==> src/rtl/dropout_pkg.sv <==
// Shared constants, FSM encoding and LFSR helper for the dropout mask generator.
// The LFSR is a 16-bit right-shifting Galois LFSR for x^16+x^14+x^13+x^11+1.
package dropout_pkg;

    localparam int                  LFSR_W       = 16;
    localparam logic [LFSR_W-1:0]   LFSR_TAPS    = 16'hB400;
    localparam logic [LFSR_W-1:0]   DEFAULT_SEED = 16'hACE1;

    typedef enum logic [1:0] {
        IDLE  = 2'd0,
        GEN   = 2'd1,
        VALID = 2'd2
    } state_t;

    // Eight Galois steps: every lane sees a completely fresh low byte.
    function automatic logic [LFSR_W-1:0] lfsr_advance8(input logic [LFSR_W-1:0] s);
        logic [LFSR_W-1:0] v;
        v = s;
        for (int i = 0; i < 8; i++) begin
            v = v[0] ? ((v >> 1) ^ LFSR_TAPS) : (v >> 1);
        end
        return v;
    endfunction

endpackage

==> src/rtl/dropout_mask_gen_lfsr.sv <==
// Registered 16-bit Galois LFSR with seed load and advance-by-8 enable.
// A zero load value is replaced by the reset seed so the LFSR never locks up.
module lfsr16_galois
    import dropout_pkg::*;
#(
    parameter logic [LFSR_W-1:0] RESET_SEED = DEFAULT_SEED
) (
    input  logic              clk,
    input  logic              rst_n,
    input  logic              load,
    input  logic [LFSR_W-1:0] load_value,
    input  logic              adv,
    output logic [7:0]        lane_byte
);

    logic [LFSR_W-1:0] lfsr_reg;

    always_ff @(posedge clk or negedge rst_n) begin
        if (!rst_n) begin
            lfsr_reg <= RESET_SEED;
        end else if (load) begin
            lfsr_reg <= (load_value == '0) ? RESET_SEED : load_value;
        end else if (adv) begin
            lfsr_reg <= lfsr_advance8(lfsr_reg);
        end
    end

    assign lane_byte = lfsr_reg[7:0];

endmodule

==> src/rtl/dropout_mask_gen.sv <==
// Builds an N-lane keep/drop mask one lane per cycle from the LFSR low byte,
// then holds it behind a valid/ready handshake for the RandomDropout stage.
module dropout_mask_gen #(
    parameter int          N            = 8,
    parameter logic [15:0] DEFAULT_SEED = dropout_pkg::DEFAULT_SEED
) (
    input  logic                 clk,
    input  logic                 rst_n,
    input  logic                 ena,
    input  logic                 seed_load,
    input  logic [15:0]          seed,
    input  logic [7:0]           drop_rate,
    output logic [N-1:0]         mask,
    output logic                 mask_valid,
    input  logic                 mask_ready,
    output logic [$clog2(N+1)-1:0] drop_count
);

    localparam int IW = (N > 1) ? $clog2(N) : 1;
    localparam int CW = $clog2(N+1);

    dropout_pkg::state_t state_reg;
    logic [IW-1:0]       idx_reg;
    logic [7:0]          rate_reg;
    logic [N-1:0]        mask_reg;
    logic [N-1:0]        mask_gen_next;
    logic [CW-1:0]       drop_count_reg;
    logic                mask_valid_reg;
    logic [7:0]          lane_byte;
    logic                lane_keep;
    logic                lfsr_adv;

    assign lfsr_adv  = (state_reg == dropout_pkg::GEN) && ena && !seed_load;
    assign lane_keep = (lane_byte >= rate_reg);

    lfsr16_galois #(
        .RESET_SEED (DEFAULT_SEED)
    ) u_lfsr (
        .clk        (clk),
        .rst_n      (rst_n),
        .load       (seed_load),
        .load_value (seed),
        .adv        (lfsr_adv),
        .lane_byte  (lane_byte)
    );

    // Only the lane selected by idx takes the new decision; others keep their bit.
    generate
        for (genvar gi = 0; gi < N; gi++) begin : g_lane
            assign mask_gen_next[gi] = (idx_reg == IW'(gi)) ? lane_keep : mask_reg[gi];
        end
    endgenerate

    always_ff @(posedge clk or negedge rst_n) begin
        if (!rst_n) begin
            state_reg      <= dropout_pkg::IDLE;
            idx_reg        <= '0;
            rate_reg       <= '0;
            mask_reg       <= '1;
            drop_count_reg <= '0;
            mask_valid_reg <= 1'b0;
        end else if (seed_load) begin
            state_reg      <= dropout_pkg::IDLE;
            idx_reg        <= '0;
            mask_reg       <= '1;
            drop_count_reg <= '0;
            mask_valid_reg <= 1'b0;
        end else begin
            case (state_reg)
                dropout_pkg::IDLE: begin
                    if (ena) begin
                        state_reg      <= dropout_pkg::GEN;
                        rate_reg       <= drop_rate;
                        idx_reg        <= '0;
                        mask_reg       <= '1;
                        drop_count_reg <= '0;
                    end
                end
                dropout_pkg::GEN: begin
                    if (ena) begin
                        mask_reg <= mask_gen_next;
                        if (!lane_keep) begin
                            drop_count_reg <= drop_count_reg + CW'(1);
                        end
                        if (idx_reg == IW'(N-1)) begin
                            state_reg      <= dropout_pkg::VALID;
                            mask_valid_reg <= 1'b1;
                            idx_reg        <= '0;
                        end else begin
                            idx_reg <= idx_reg + IW'(1);
                        end
                    end
                end
                dropout_pkg::VALID: begin
                    // The handshake is honoured regardless of ena; ena only picks the next state.
                    if (mask_ready) begin
                        mask_valid_reg <= 1'b0;
                        if (ena) begin
                            state_reg      <= dropout_pkg::GEN;
                            rate_reg       <= drop_rate;
                            idx_reg        <= '0;
                            mask_reg       <= '1;
                            drop_count_reg <= '0;
                        end else begin
                            state_reg <= dropout_pkg::IDLE;
                        end
                    end
                end
                default: begin
                    state_reg <= dropout_pkg::IDLE;
                end
            endcase
        end
    end

    assign mask       = mask_reg;
    assign mask_valid = mask_valid_reg;
    assign drop_count = drop_count_reg;

endmodule

==> config.mk <==
export PLATFORM = sky130hd
export DESIGN_NAME = dropout_mask_gen
export DESIGN_NICKNAME = d
export VERILOG_FILES = /design/src/rtl/dropout_pkg.sv /design/src/rtl/dropout_mask_gen_lfsr.sv /design/src/rtl/dropout_mask_gen.sv
export SDC_FILE = /design/constraint.sdc
export NUM_CORES = 1
export LEC_CHECK = 0
export ABC_CLOCK_PERIOD_IN_PS = 2000
export BUFFER_PORTS_ARGS = -buffer_cell sky130_fd_sc_hd__buf_2
export CORE_AREA = 2 2 73 75
export CTS_CLUSTER_DIAMETER = 150
export DETAILED_ROUTE_END_ITERATION = 10
export DIE_AREA = 0 0 75 77
export PLACE_DENSITY_LB_ADDON = 0.05
export SETUP_SLACK_MARGIN = 0.02
export SLEW_MARGIN = 20
export SYNTH_ARGS = -nofsm -noshare
export SYNTH_HDL_FRONTEND = slang
export SYNTH_SLANG_ARGS = --single-unit
==> constraint.sdc <==
create_clock -name clk -period 2 [get_ports clk]
set_clock_uncertainty 0.05 [all_clocks]
set_input_delay 0.3 -clock clk [delete_from_list [all_inputs] [get_ports clk]]
set_output_delay 0.3 -clock clk [all_outputs]
set_load 0.02 [all_outputs]
==> summary.md <==
| Metric | Value |
|---|---|
| Root buf cell | clkbuf_8 |
| Post-layout min period | approximately 2000 ps |
| CTS tree | yes |
| Main combinational cell family by area after synthesis | compound AO/OA/AOI/OAI gates |
| Vert. Die Dim | 77 um |
| DRC Markers | 0 |
| Critical path class | reg -> reg |
| Max reg flops | 16 |
| RD Place Congestion | 0.864 |
| Required @ worst endpoint | around 2200 ps |
| Synth Area in XOR/XNOR | 0.0677 |
| Clk slew on worst S/H paths | roughly 80 ps |
| Worst-margin pin slew | roughly 530 ps |
| Power density cells | approximately 770 mW/mm2 |
| Vias | around 2100 |
| Maximum vdd drop | 0.545 mV |
| Drt pass-1 iters | 4 |
| GRT overflow | 0 |
| Final setup TNS | 0 ps |
| Remaining antenna violation count after routing | 0 |
| Synth Cell Area | roughly 0.0025 mm2 |
| Library cells used by synthesis | 44 |
| Nets@finish | between 300 and 400 |
| DRT Wirelength | ~5700 um |
| Final max-slew violation count | 0 |
| Ranking of synthesized cells by area | dfrtp_1 26%, dfstp_2 17%, ha_1 7.6%, nand2_1 6.0%, xnor2_1 5.7% |
| Post-DR vias/cell | between 5 and 6 |
| Leak Pwr | ~1.3 nW |
| Hold buffer count at cts | 0 |
| Post-Place Worst Slack | 31.2 ps |
| Worst path max stage delay | around 530 ps |
| Initial antenna violation count | 0 |
| CP Launch Type | register |
| Post-synthesis compound-gate area fraction | 0.179 |
| Number of synthesized flops with an enable pin | 0 |
| Sequential share of the synthesized area | 0.435 |
| Syn avg cell area | ~9.0 um2 |
| Post-Syn Instances | approximately 270 |
| Max-Cap Viols | 0 |
| Register bit total from synthesis | 42 |
| # setup viols final | 0 |
| R2r worst-path depth | 6 |
| Top-count cell post-synth | nand2_1 |
| Layout cells sized above 1 | 0.302 |
| Port-buffer cells | 41 |
| Status | finished clean |
| Tcrit/Tclk final | 0.984 |
| Fraction of the mapped netlist area in adder cells | 0.0763 |
| Largest net degree at the start of global routing | 43 |
| Antenna cells | 0 |
| CP arrival | about 2100 ps |
| Vias in the first global route | slightly above 2000 |
| R2r setup slk | ~31 ps |
| Worst skew pair latency | around 300 ps |
| CP Max Fanout | 8 |
| Multiplexer area fraction after synthesis | 0.0214 |
| Final Hold Vio Count | 0 |
| DIE AREA | a little under 0.006 mm2 |
| Global-route wire length before repair | approximately 9500 um |
| Fin worst setup slack | approximately 31 ps |
| FF-to-FF End | drop_count[3] |
| Post-synth ARST share | 1.00 |
| Yosys warns | 0 |
| RSZ-0062 raised after global routing | true |
| I/O pins | 42 |
| Initial drt markers | a little under 100 |
| Core box area | approximately 0.0050 mm2 |
| Initial core utilization | 0.494 |
| Ys flop type | dfrtp_1 |
| Cells along the critical path | ha_2 -> or4_4 -> a21oi_2 -> o32a_4 -> nand4_1 -> o311ai_2 |
| Detailed placer's ending HPWL | ~4100 um |
| Critical-path top delay cell | or4_4 |
| All-Layer GR Usage | 0.212 |
| # rows | 26 |
| Synth top area share | 0.264 |
| Hold crit path type | in -> async |
| CTS H-tree lvls | 2 |
| CTS Buffer Depth | 2 |
| Layout area overhead | 21.7% |
| Slew headroom | 0.647 |
| Worst Hold Slack | around 1.7 ps |
| Critical Path Sink Type | register |
| Synthesized Nets | 316 |
| Drt wl/cell | 14.4 um |
| Fraction of the mapped netlist area in simple logic gates | 0.174 |
| Synth area leader | dfrtp_1 |
| TritonCTS Buffers | 5 |
| Synth top cells by count | 39 x nand2_1, 28 x nor2_1, 26 x dfrtp_1, 26 x o21ai_0, 19 x a21oi_1 |
| Die width | about 75 um |
| CTS sink cnt | 42 |
| Fmax | 508 MHz |
| Reg-to-Reg Start | u_lfsr.lfsr_reg[1] |
layout by cell type, fill, tap and decap left out, types with 3 or more instances in the layout:
cell type	n
buf_2	41
dfstp_2	16
mux2i_1	3
nand4_1	3
a21oi_1	18
nor2b_1	5
nor4_1	4
o21ai_0	26
nand2b_1	4
xor2_1	3
ha_1	12
a31oi_1	3
xnor2_1	16
inv_1	15
nor3_1	3
a41oi_1	4
dfrtp_1	26
ha_2	3
clkbuf_8	5
buf_4	19
nor2_1	28
nand2_1	39
power by group:
part / switching, mW / total [mW] / leakage (nW) / internal [mW]
logic: 0.328 / 0.608 / 0.758 / 0.280
registers: 0.0502 / 0.993 / 0.501 / 0.943
clock network: 0.320 / 0.694 / 0.0585 / 0.374
stage by stage:
step / utilization / power (mW) / instance area, um2 / cells
after floorplan: - / 1.39 / 2470 / 272
after global placement: 0.569 / 1.57 / 2830 / 389
after detailed placement: 0.569 / 1.58 / 2830 / 389
after CTS: 0.594 / 2.29 / 2950 / 397
after global routing: 0.602 / 2.43 / 2990 / 398
final: 0.602 / 2.30 / 2990 / 398
layer usage:
layer | track usage | up-vias | part of all wire
met5 | 0 | - | 0
met1 | 0.281 | 995 | 0.46
met4 | 0.0536 | 0 | 0.010
met2 | 0.346 | 33 | 0.50
li1 | - | 1050 | -
met3 | 0.0473 | 5 | 0.036
how the worst max path moves through the flow:
stage	slack, ps	depth (start not counted)	to	from
floorplan	70	8	drop_count[0]	u_lfsr.lfsr_reg[0]
global placement	60	6	drop_count[0]	u_lfsr.lfsr_reg[2]
detailed placement	30	6	drop_count[0]	u_lfsr.lfsr_reg[2]
CTS	30	6	drop_count[0]	u_lfsr.lfsr_reg[2]
global route	-50	6	drop_count[3]	u_lfsr.lfsr_reg[1]
finish	30	6	drop_count[3]	u_lfsr.lfsr_reg[1]
logic make-up (layout without fill, tap and decap cells):
family | Yosys count | after routing
AO/OA/AOI/OAI | 71 | 71
XOR/XNOR | 19 | 19
adder cells (fa/ha/maj) | 15 | 15
buffers and inverters | 27 | 83
flip-flops | 42 | 42
multiplexers | 5 | 5
AND/OR/NAND/NOR | 93 | 93
area by class of cell:
type	count	area, um2
well taps	70	87.6
clock buffers	5	68.8
clock inverters	3	43.8
flip-flops and latches	42	1070
fillers	467	1980
inverters	15	56.3
multi-input cells	203	1320
repair buffers	60	348
worst max-delay path, delay by kind of cell (launching register included):
kind / cells / cell delay, ps
compound gates: 3 / 590
fa+ha+maj: 1 / 180
flops: 1 / 400
simple gates: 2 / 650
repair_timing:
item | CTS | global route
endpoints found under the setup margin | 1 | 6
pin swaps | 0 | 2
buffers inserted | 0 | 1
gates resized for setup | 1 | 8
Power figures use the tool's default switching activity.
